==> src/rtl/store_data_formatter.sv <==
// Store path formatter: narrows a register value to a word-aligned memory
// write with byte enables, with a valid/ready core handshake, a req/ack
// memory handshake and one-cycle done/err status pulses.
module store_data_formatter #(
  parameter int TIMEOUT_CYCLES = 16
) (
  input  logic        clk,
  input  logic        reset,
  input  logic        st_valid,
  output logic        st_ready,
  input  logic [31:0] st_addr,
  input  logic [31:0] st_data,
  input  logic [1:0]  st_size,
  output logic        mem_req,
  output logic [31:0] mem_addr,
  output logic [31:0] mem_wdata,
  output logic [3:0]  mem_be,
  input  logic        mem_ack,
  output logic        done,
  output logic        err,
  output logic [1:0]  err_code
);

  typedef enum logic [1:0] {
    S_IDLE = 2'd0,
    S_REQ  = 2'd1,
    S_DONE = 2'd2,
    S_ERR  = 2'd3
  } state_t;

  localparam logic [1:0] SZ_BYTE = 2'b00;
  localparam logic [1:0] SZ_HALF = 2'b01;
  localparam logic [1:0] SZ_WORD = 2'b10;

  localparam logic [1:0] EC_MISALIGN = 2'b01;
  localparam logic [1:0] EC_ILLEGAL  = 2'b10;
  localparam logic [1:0] EC_TIMEOUT  = 2'b11;

  // Last REQ cycle index before a timeout; counter starts at 0 on entry.
  localparam logic [7:0] LP_LAST = 8'(TIMEOUT_CYCLES - 1);

  state_t      r_state;
  logic [7:0]  r_count;
  logic        r_mem_req;
  logic [31:0] r_mem_addr;
  logic [31:0] r_mem_wdata;
  logic [3:0]  r_mem_be;
  logic        r_done;
  logic        r_err;
  logic [1:0]  r_err_code;

  logic [31:0] w_wdata;
  logic [3:0]  w_be;
  logic        w_misaligned;

  // Lane replication and byte-enable generation for the incoming request
  always_comb begin
    w_wdata = st_data;
    w_be    = 4'b1111;
    case (st_size)
      SZ_BYTE: begin
        w_wdata = {4{st_data[7:0]}};
        w_be    = 4'b0001 << st_addr[1:0];
      end
      SZ_HALF: begin
        w_wdata = {2{st_data[15:0]}};
        w_be    = st_addr[1] ? 4'b1100 : 4'b0011;
      end
      default: begin
        w_wdata = st_data;
        w_be    = 4'b1111;
      end
    endcase
  end

  assign w_misaligned = ((st_size == SZ_HALF) && st_addr[0]) ||
                        ((st_size == SZ_WORD) && (st_addr[1:0] != 2'b00));

  // Store sequencing FSM; all handshake and status outputs are registered
  always_ff @(posedge clk) begin
    if (reset) begin
      r_state     <= S_IDLE;
      r_count     <= 8'd0;
      r_mem_req   <= 1'b0;
      r_mem_addr  <= 32'd0;
      r_mem_wdata <= 32'd0;
      r_mem_be    <= 4'd0;
      r_done      <= 1'b0;
      r_err       <= 1'b0;
      r_err_code  <= 2'b00;
    end else begin
      // Status pulses last exactly one cycle unless re-armed below.
      r_done     <= 1'b0;
      r_err      <= 1'b0;
      r_err_code <= 2'b00;
      case (r_state)
        S_IDLE: begin
          if (st_valid) begin
            if (st_size == 2'b11) begin
              r_state    <= S_ERR;
              r_err      <= 1'b1;
              r_err_code <= EC_ILLEGAL;
            end else if (w_misaligned) begin
              r_state    <= S_ERR;
              r_err      <= 1'b1;
              r_err_code <= EC_MISALIGN;
            end else begin
              r_state     <= S_REQ;
              r_count     <= 8'd0;
              r_mem_req   <= 1'b1;
              r_mem_addr  <= {st_addr[31:2], 2'b00};
              r_mem_wdata <= w_wdata;
              r_mem_be    <= w_be;
            end
          end
        end
        S_REQ: begin
          // An ack on the last allowed cycle still completes the store.
          if (mem_ack) begin
            r_state     <= S_DONE;
            r_done      <= 1'b1;
            r_mem_req   <= 1'b0;
            r_mem_wdata <= 32'd0;
            r_mem_be    <= 4'd0;
          end else if (r_count == LP_LAST) begin
            r_state     <= S_ERR;
            r_err       <= 1'b1;
            r_err_code  <= EC_TIMEOUT;
            r_mem_req   <= 1'b0;
            r_mem_wdata <= 32'd0;
            r_mem_be    <= 4'd0;
          end else begin
            r_count <= r_count + 8'd1;
          end
        end
        S_DONE: r_state <= S_IDLE;
        S_ERR:  r_state <= S_IDLE;
        default: r_state <= S_IDLE;
      endcase
    end
  end

  assign st_ready  = (r_state == S_IDLE);
  assign mem_req   = r_mem_req;
  assign mem_addr  = r_mem_addr;
  assign mem_wdata = r_mem_wdata;
  assign mem_be    = r_mem_be;
  assign done      = r_done;
  assign err       = r_err;
  assign err_code  = r_err_code;

endmodule

==> config.mk <==
export PLATFORM = sky130hd
export DESIGN_NAME = store_data_formatter
export DESIGN_NICKNAME = d
export VERILOG_FILES = /design/src/rtl/store_data_formatter.sv
export SDC_FILE = /design/constraint.sdc
export NUM_CORES = 1
export LEC_CHECK = 0
export CELL_PAD_IN_SITES_DETAIL_PLACEMENT = 1
export CELL_PAD_IN_SITES_GLOBAL_PLACEMENT = 1
export CORE_UTILIZATION = 31
export CTS_BUF_LIST = sky130_fd_sc_hd__clkbuf_2
export CTS_CLUSTER_SIZE = 16
export DETAILED_ROUTE_END_ITERATION = 10
export PLACE_DENSITY_LB_ADDON = 0.1
export SYNTH_ARGS = -nofsm -noshare
export SYNTH_HDL_FRONTEND = slang
export SYNTH_SLANG_ARGS = --single-unit
==> constraint.sdc <==
create_clock -name clk -period 2.1 [get_ports clk]
set_clock_uncertainty 0.15 [all_clocks]
set_input_delay 0.315 -clock clk [delete_from_list [all_inputs] [get_ports clk]]
set_output_delay 0.315 -clock clk [all_outputs]
set_load 0.03 [all_outputs]
==> impl_metrics.env, run 1 <==
export IMPL_finalCritPeriodShare_pct=96.23
export IMPL_ios=144
export IMPL_status="finished, final reports clean"
export IMPL_cp_max_fo=2
export IMPL_finalHoldViolCount=0
export IMPL_clkPwrFrac_pct=29.1
export IMPL_slew_viol_final=0
export IMPL_crit_chain="clkdlybuf4s50_1"
export IMPL_dr_pass1_iters=4
export IMPL_worst_r2r_path_depth=5
export IMPL_io_buffers=141
export IMPL_p_comb_share_pct=21.5
export IMPL_crit_family="buffers and inverters"
export IMPL_cp_depth=1
export IMPL_final_seq_area_um2=1622
export IMPL_cts_num_sinks=81
export IMPL_hp_class="input port to register"
export IMPL_worstReg2RegStart="r_count[4]$_SDFFE_PP0P_"
export IMPL_clk_latency_ns=0.53
export IMPL_syn_cell_area_um2=3286
export IMPL_crit_start="mem_wdata[2]$_SDFFE_PP0P_"
export IMPL_setup_slack_ns=0.07922
export IMPL_clockBufferDepth=2
export IMPL_synth_cells=356
export IMPL_grt_pass1_vias=3202
export IMPL_tritoncts="built"
export IMPL_die_area_um2=11010
export IMPL_grt_max_degree=38
export IMPL_cts_root_buffer="clkbuf_2"
export IMPL_place_congestion=0.7451
export IMPL_fill_cells=1204
export IMPL_endpoint="mem_wdata[2]"
export IMPL_worstSetupStartpointType="register"
export IMPL_diodes=0
export IMPL_yosysSeqAreaShare_pct=49.35
export IMPL_p_seq_share_pct=49.4
export IMPL_die_h_um=105.0
export IMPL_finish_utilization_pct=50.07
export IMPL_critPathKind="register to output port"
export IMPL_drtIter0Drc=88
export IMPL_path_clk_slew_ns=0.25
export IMPL_ir_worst_vdd_mv=0.2839
export IMPL_drc=0
export IMPL_critPathArrivalTime_ns=1.56
export IMPL_rsz0062_at_grt="false"
export IMPL_leakagePower_uw=0.002626
export IMPL_die_x_um=105.0
export IMPL_max_stage_delay_ns=0.68
export IMPL_antenna_found_initial=0
export IMPL_vias=3129
export IMPL_htree_levels=3
export IMPL_min_period_ns=2.021
export IMPL_internal_power_uw=2343
export IMPL_grt_use_total_pct=18.29
export IMPL_routed_via_density=4.814
export IMPL_wl_mm=10.12
export IMPL_pre_cts_slack_ns=-0.1287
export IMPL_ant_nets=0
export IMPL_area_growth_pct=56.63
export IMPL_initial_utilization_pct=31.97
export IMPL_reg2reg_slack_ns=0.17
export IMPL_r2r_end="mem_wdata[29]$_SDFFE_PP0P_"
export IMPL_crit_slowest_cell="clkdlybuf4s50_1"
export IMPL_core_um2=10280
export IMPL_multiInputGateArea_um2=1520
export IMPL_syn_avg_cell_area_um2=9.229
export IMPL_grt_overflow=0
export IMPL_grt_pass1_wl_mm=16.08
export IMPL_power_switching_uw=998.6
export IMPL_cts_setup_buffers=0
export IMPL_max_cap_viol_count=0
export IMPL_drive_above_1_share_pct=10.12
export IMPL_layout_common_cells="82 x nand2_1, 81 x dfxtp_1, 72 x clkdlybuf4s50_1"
export IMPL_wl_per_cell_um=15.57
export IMPL_ys_ff_latch=81
export IMPL_path_buf_inv=1
export IMPL_fin_nets=581
export IMPL_layout_commonest_cell="nand2_1"
export IMPL_critPathCaptureType="output port"
export IMPL_num_rows=37
export IMPL_setup_viol=0
export IMPL_place_hpwl_mm=7.257
export IMPL_ys_types=43
export IMPL_powerDensity_nw_per_um2=649.2
export IMPL_switching_share_pct=29.89
export IMPL_fmax_mhz=494.9
export IMPL_crit_required_ns=1.63
export IMPL_cts_buffers=9
export IMPL_yosys_warnings=0
state kept, by name (all words and copies together), names as in the netlist:
name / cells
mem_req: 1
mem_wdata: 32
r_count: 8
r_state: 2
done: 1
err: 1
mem_addr: 30
mem_be: 4
err_code: 2
layout make-up:
class,count,area share (%)
Tap cell,136,3.307
Timing Repair Buffer,168,32.70
Inverter,4,0.2918
Clock buffer,9,0.8753
Clock inverter,6,1.775
Multi-Input combinational cell,246,29.54
Sequential cell,81,31.51
cells by family (layout without fill, tap and decap cells):
family | count (synthesis) | in the layout | synth area share, %
muxes | 25 | 25 | 7.616
other | 1 | 2 | 0.1141
DFF | 81 | 81 | 49.35
and+or+nand+nor | 117 | 117 | 16.83
buffers and inverters | 30 | 187 | 4.531
adders and majority gates | 1 | 1 | 0.3807
AOI/OAI and AO/OA | 101 | 101 | 21.17
power groups by stage:
stage / logic (µW) / registers (µW) / clock network, µW
floorplan: 240 / 1810 / 0
global placement: 745 / 1680 / 0
detailed placement: 757 / 1680 / 0
CTS: 731 / 1650 / 1010
global route: 765 / 1660 / 1080
finish: 718 / 1650 / 974
metrics by stage:
step                      hold WS, ns  total power (µW)  instance area [µm²]  setup TNS [ns]  cells
final                          0.1377              3341                 5146               0    650
after floorplan                0.2977              2052                 3289               0    357
after global routing          0.07493              3504                 5146               0    650
after CTS                     0.09214              3393                 5075               0    650
after detailed placement       0.2955              2439                 4990          -3.844    635
after global placement         0.2886              2425                 4990          -1.348    635
Yosys cell counts:
library cell,count,area (µm²)
nor3_2,1,10.01
and2_1,1,6.260
nor4b_2,1,15.01
and3b_1,1,8.760
conb_1,1,3.750
nor2_2,1,6.260
o211a_1,1,10.01
a21oi_1,36,180.2
mux2i_1,25,250.2
a21o_1,1,7.510
a22oi_1,1,7.510
nand3b_4,1,20.02
nor4_4,1,21.27
nand2b_1,2,12.51
buf_2,11,55.05
o21a_1,1,7.510
or3b_4,1,11.26
ha_1,1,12.51
a31oi_1,6,37.54
nor3b_1,1,7.510
nor2b_1,3,18.77
and3_1,4,25.02
or3_1,1,6.260
buf_6,2,22.52
and4_1,1,8.760
inv_1,4,15.01
o21ba_2,1,10.01
buf_1,1,3.750
a211o_1,1,8.760
nor2_1,6,22.52
o21ai_0,11,55.05
o21ai_2,2,17.52
a41oi_1,2,17.52
a22o_1,15,131.4
nor3_1,2,10.01
clkbuf_1,10,37.54
buf_4,2,15.01
a32o_1,5,50.05
o2bb2ai_1,16,140.1
dfxtp_1,81,1622
nand2_1,82,307.8
a21boi_0,2,15.01
nand3_1,7,35.03
how the worst min path moves through the flow:
stage	cells past startpoint	slack, ns	to	startpoint
3_5_place_dp	1	0.30	mem_wdata[14]$_SDFFE_PP0P_	mem_wdata[14]$_SDFFE_PP0P_
4_1_cts	3	0.09	mem_addr[19]$_SDFFE_PP0P_	st_addr[19]
3_3_place_gp	1	0.29	mem_req$_SDFFE_PP0P_	mem_req$_SDFFE_PP0P_
2_1_floorplan	1	0.30	mem_wdata[6]$_SDFFE_PP0P_	st_data[6]
5_1_grt	3	0.07	mem_addr[29]$_SDFFE_PP0P_	st_addr[29]
6_report	3	0.14	mem_addr[29]$_SDFFE_PP0P_	st_addr[29]
metal layers:
layer,up-vias,track usage [%],wire (µm)
li1,1563,-,-
met5,-,0,0
met1,1469,22.93,4756
met2,88,31.32,4801
met4,0,5.131,93
met3,9,4.180,472
repair_timing:
item	in CTS	in global routing
hold buffers	0	0
endpoints found under the setup margin	41	29
gates resized for setup	41	29
Note: power is estimated with default switching activity, not from simulation.
==> run 2, diff against run 1 <==
- CELL_PAD_IN_SITES_DETAIL_PLACEMENT: 1 -> 2
- CELL_PAD_IN_SITES_GLOBAL_PLACEMENT: 1 -> 2
- CORE_UTILIZATION: 31 -> 24
==> run 2 against run 1 <==
Against the previous run: sequential cell count is the same; global-route usage down 1.6 points; total power fell by 0.32%; clock power fell by 0.9%; non-clock buffer count up 1; largest cell class is now sequential cells.
==> impl_metrics.env, run 2 (same netlist as run 1, synthesis figures left out) <==
export IMPL_status="finished, final reports clean"
export IMPL_internal_power_uw=2326
export IMPL_setup_slack_ns=0.08940
export IMPL_drtIter0Drc=84
export IMPL_worstReg2RegStart="r_count[4]$_SDFFE_PP0P_"
export IMPL_area_growth_pct=55.10
export IMPL_critPathArrivalTime_ns=1.55
export IMPL_min_from="st_addr[20]"
export IMPL_crit_required_ns=1.63
export IMPL_place_congestion=0.7089
export IMPL_cts_buffers=9
export IMPL_wl_per_cell_um=16.47
export IMPL_grt_overflow=0
export IMPL_worst_r2r_path_depth=5
export IMPL_critPathKind="register to output port"
export IMPL_p_seq_share_pct=49.6
export IMPL_cts_root_buffer="clkbuf_2"
export IMPL_critPathCaptureType="output port"
export IMPL_grt_max_degree=38
export IMPL_r2r_end="mem_wdata[27]$_SDFFE_PP0P_"
export IMPL_ant_nets=0
export IMPL_fin_nets=582
export IMPL_core_um2=13300
export IMPL_antenna_found_initial=1
export IMPL_min_period_ns=2.011
export IMPL_finalCritPeriodShare_pct=95.74
export IMPL_switching_share_pct=30.15
export IMPL_dr_pass1_iters=4
export IMPL_place_hpwl_mm=8.448
export IMPL_largest_register_ffs=32
export IMPL_pre_cts_slack_ns=-0.1507
export IMPL_clockBufferDepth=2
export IMPL_die_x_um=119.0
export IMPL_htree_levels=3
export IMPL_power_switching_uw=1004
export IMPL_path_buf_inv=1
export IMPL_worstSetupStartpointType="register"
export IMPL_wl_mm=11.42
export IMPL_p_comb_share_pct=21.4
export IMPL_die_area_um2=14160
export IMPL_vias=3206
export IMPL_path_clk_slew_ns=0.24
export IMPL_crit_family="buffers and inverters"
export IMPL_powerDensity_nw_per_um2=653.5
export IMPL_tritoncts="built"
export IMPL_max_stage_delay_ns=0.66
export IMPL_initial_utilization_pct=24.71
export IMPL_cts_num_sinks=81
export IMPL_slew_viol_final=0
export IMPL_leakagePower_uw=0.002272
export IMPL_io_buffers=141
export IMPL_ios=144
export IMPL_setup_viol=0
export IMPL_ir_worst_vdd_mv=0.2214
export IMPL_finalHoldViolCount=0
export IMPL_crit_slowest_cell="clkdlybuf4s50_1"
export IMPL_grt_pass1_wl_mm=18.25
export IMPL_fmax_mhz=497.4
export IMPL_routed_via_density=4.626
export IMPL_reg2reg_slack_ns=0.18
export IMPL_max_cap_viol_count=0
export IMPL_hold_path_depth=3
export IMPL_power_uw=3331
export IMPL_crit_chain="clkdlybuf4s50_1"
export IMPL_grt_pass1_vias=3400
export IMPL_cp_max_fo=1
export IMPL_drive_above_1_share_pct=10.27
export IMPL_clk_latency_ns=0.54
export IMPL_drc=0
export IMPL_clkPwrFrac_pct=29.0
export IMPL_layout_commonest_cell="nand2_1"
export IMPL_num_rows=42
export IMPL_min_delay_worst_endpoint="mem_addr[20]$_SDFFE_PP0P_"
export IMPL_grt_use_total_pct=16.72
export IMPL_die_h_um=119.0
export IMPL_layout_common_cells="82 x nand2_1, 81 x dfxtp_1, 70 x clkdlybuf4s50_1, 70 x dlygate4sd2_1, 36 x a21oi_1"
export IMPL_cts_setup_buffers=0
export IMPL_rsz0062_at_grt="false"
export IMPL_hp_class="input port to register"
## run 2: cell types whose count changed in the layout (fill, tap and decap cells not counted), moves of 2 or more
cell / delta
inv_6: -2
dlygate4sd2_1: +29
clkdlybuf4s50_1: -2
dlymetal6s2s_1: -28
## run 2: timing repair
action | in CTS | in global routing
setup endpoints to repair | 71 | 0
resized for setup | 73 | 0
hold buffers | 0 | 0
## run 2: power by group through the flow
| stage | registers (µW) | clock network (µW) | logic [µW] |
|---|---|---|---|
| 6_report | 1650 | 965 | 714 |
| 5_1_grt | 1660 | 1070 | 770 |
| 4_1_cts | 1650 | 1010 | 728 |
| 3_5_place_dp | 1680 | 0 | 771 |
| 3_3_place_gp | 1680 | 0 | 757 |
| 2_1_floorplan | 1810 | 0 | 240 |
## run 2: routing by layer
layer / GRT usage [%] / vias to the layer above / share of wire (%)
li1: - / 1569 / -
met1: 21.37 / 1531 / 47
met2: 26.60 / 91 / 45
met3: 3.784 / 15 / 5.1
met4: 7.753 / 0 / 2.3
met5: 0 / - / 0
## run 2: cell type report
class | instances | area [µm²]
fillers | 1484 | 8199
flip-flops and latches | 81 | 1622
repair buffers | 169 | 1585
multi-input cells | 246 | 1519
well taps | 176 | 220.2
clock inverters | 6 | 82.58
clock buffers | 10 | 50.05
inverters | 4 | 15.01
diodes | 1 | 2.502
## run 2: through the flow
stage / std cells / utilization (%) / cell area, µm² / hold slack [ns] / TNS (ns)
3_5_place_dp: 676 / 37.96 / 5047 / 0.3006 / -6.153
3_3_place_gp: 676 / 37.96 / 5047 / 0.2877 / -2.986
4_1_cts: 692 / 38.31 / 5094 / 0.06943 / 0
2_1_floorplan: 357 / - / 3289 / 0.2977 / 0
6_report: 693 / 38.33 / 5096 / 0.1253 / 0
5_1_grt: 693 / 38.33 / 5096 / 0.07676 / 0
## run 2: worst reg2reg max path: stages (launching register included)
cell	delay, ns
dfxtp_1	0.43
nor4_4	0.39
a22oi_1	0.16
o211a_1	0.28
buf_12	0.18
a22o_1	0.27
## run 2: worst max-delay path by stage
stage                     cells past startpoint  slack [ns]                          to                    start
after global routing                          3        0.01                    st_ready  r_state[1]$_SDFFE_PP0P_
after detailed placement                      6       -0.15  mem_wdata[27]$_SDFFE_PP0P_                 st_valid
after floorplan                               6        0.29      mem_be[1]$_SDFFE_PP0P_  r_state[1]$_SDFFE_PP0P_
after CTS                                     1        0.02                        done          done$_SDFF_PP0_
final                                         1        0.09                        done          done$_SDFF_PP0_
after global placement                        6       -0.11  mem_wdata[26]$_SDFFE_PP0P_                 st_valid
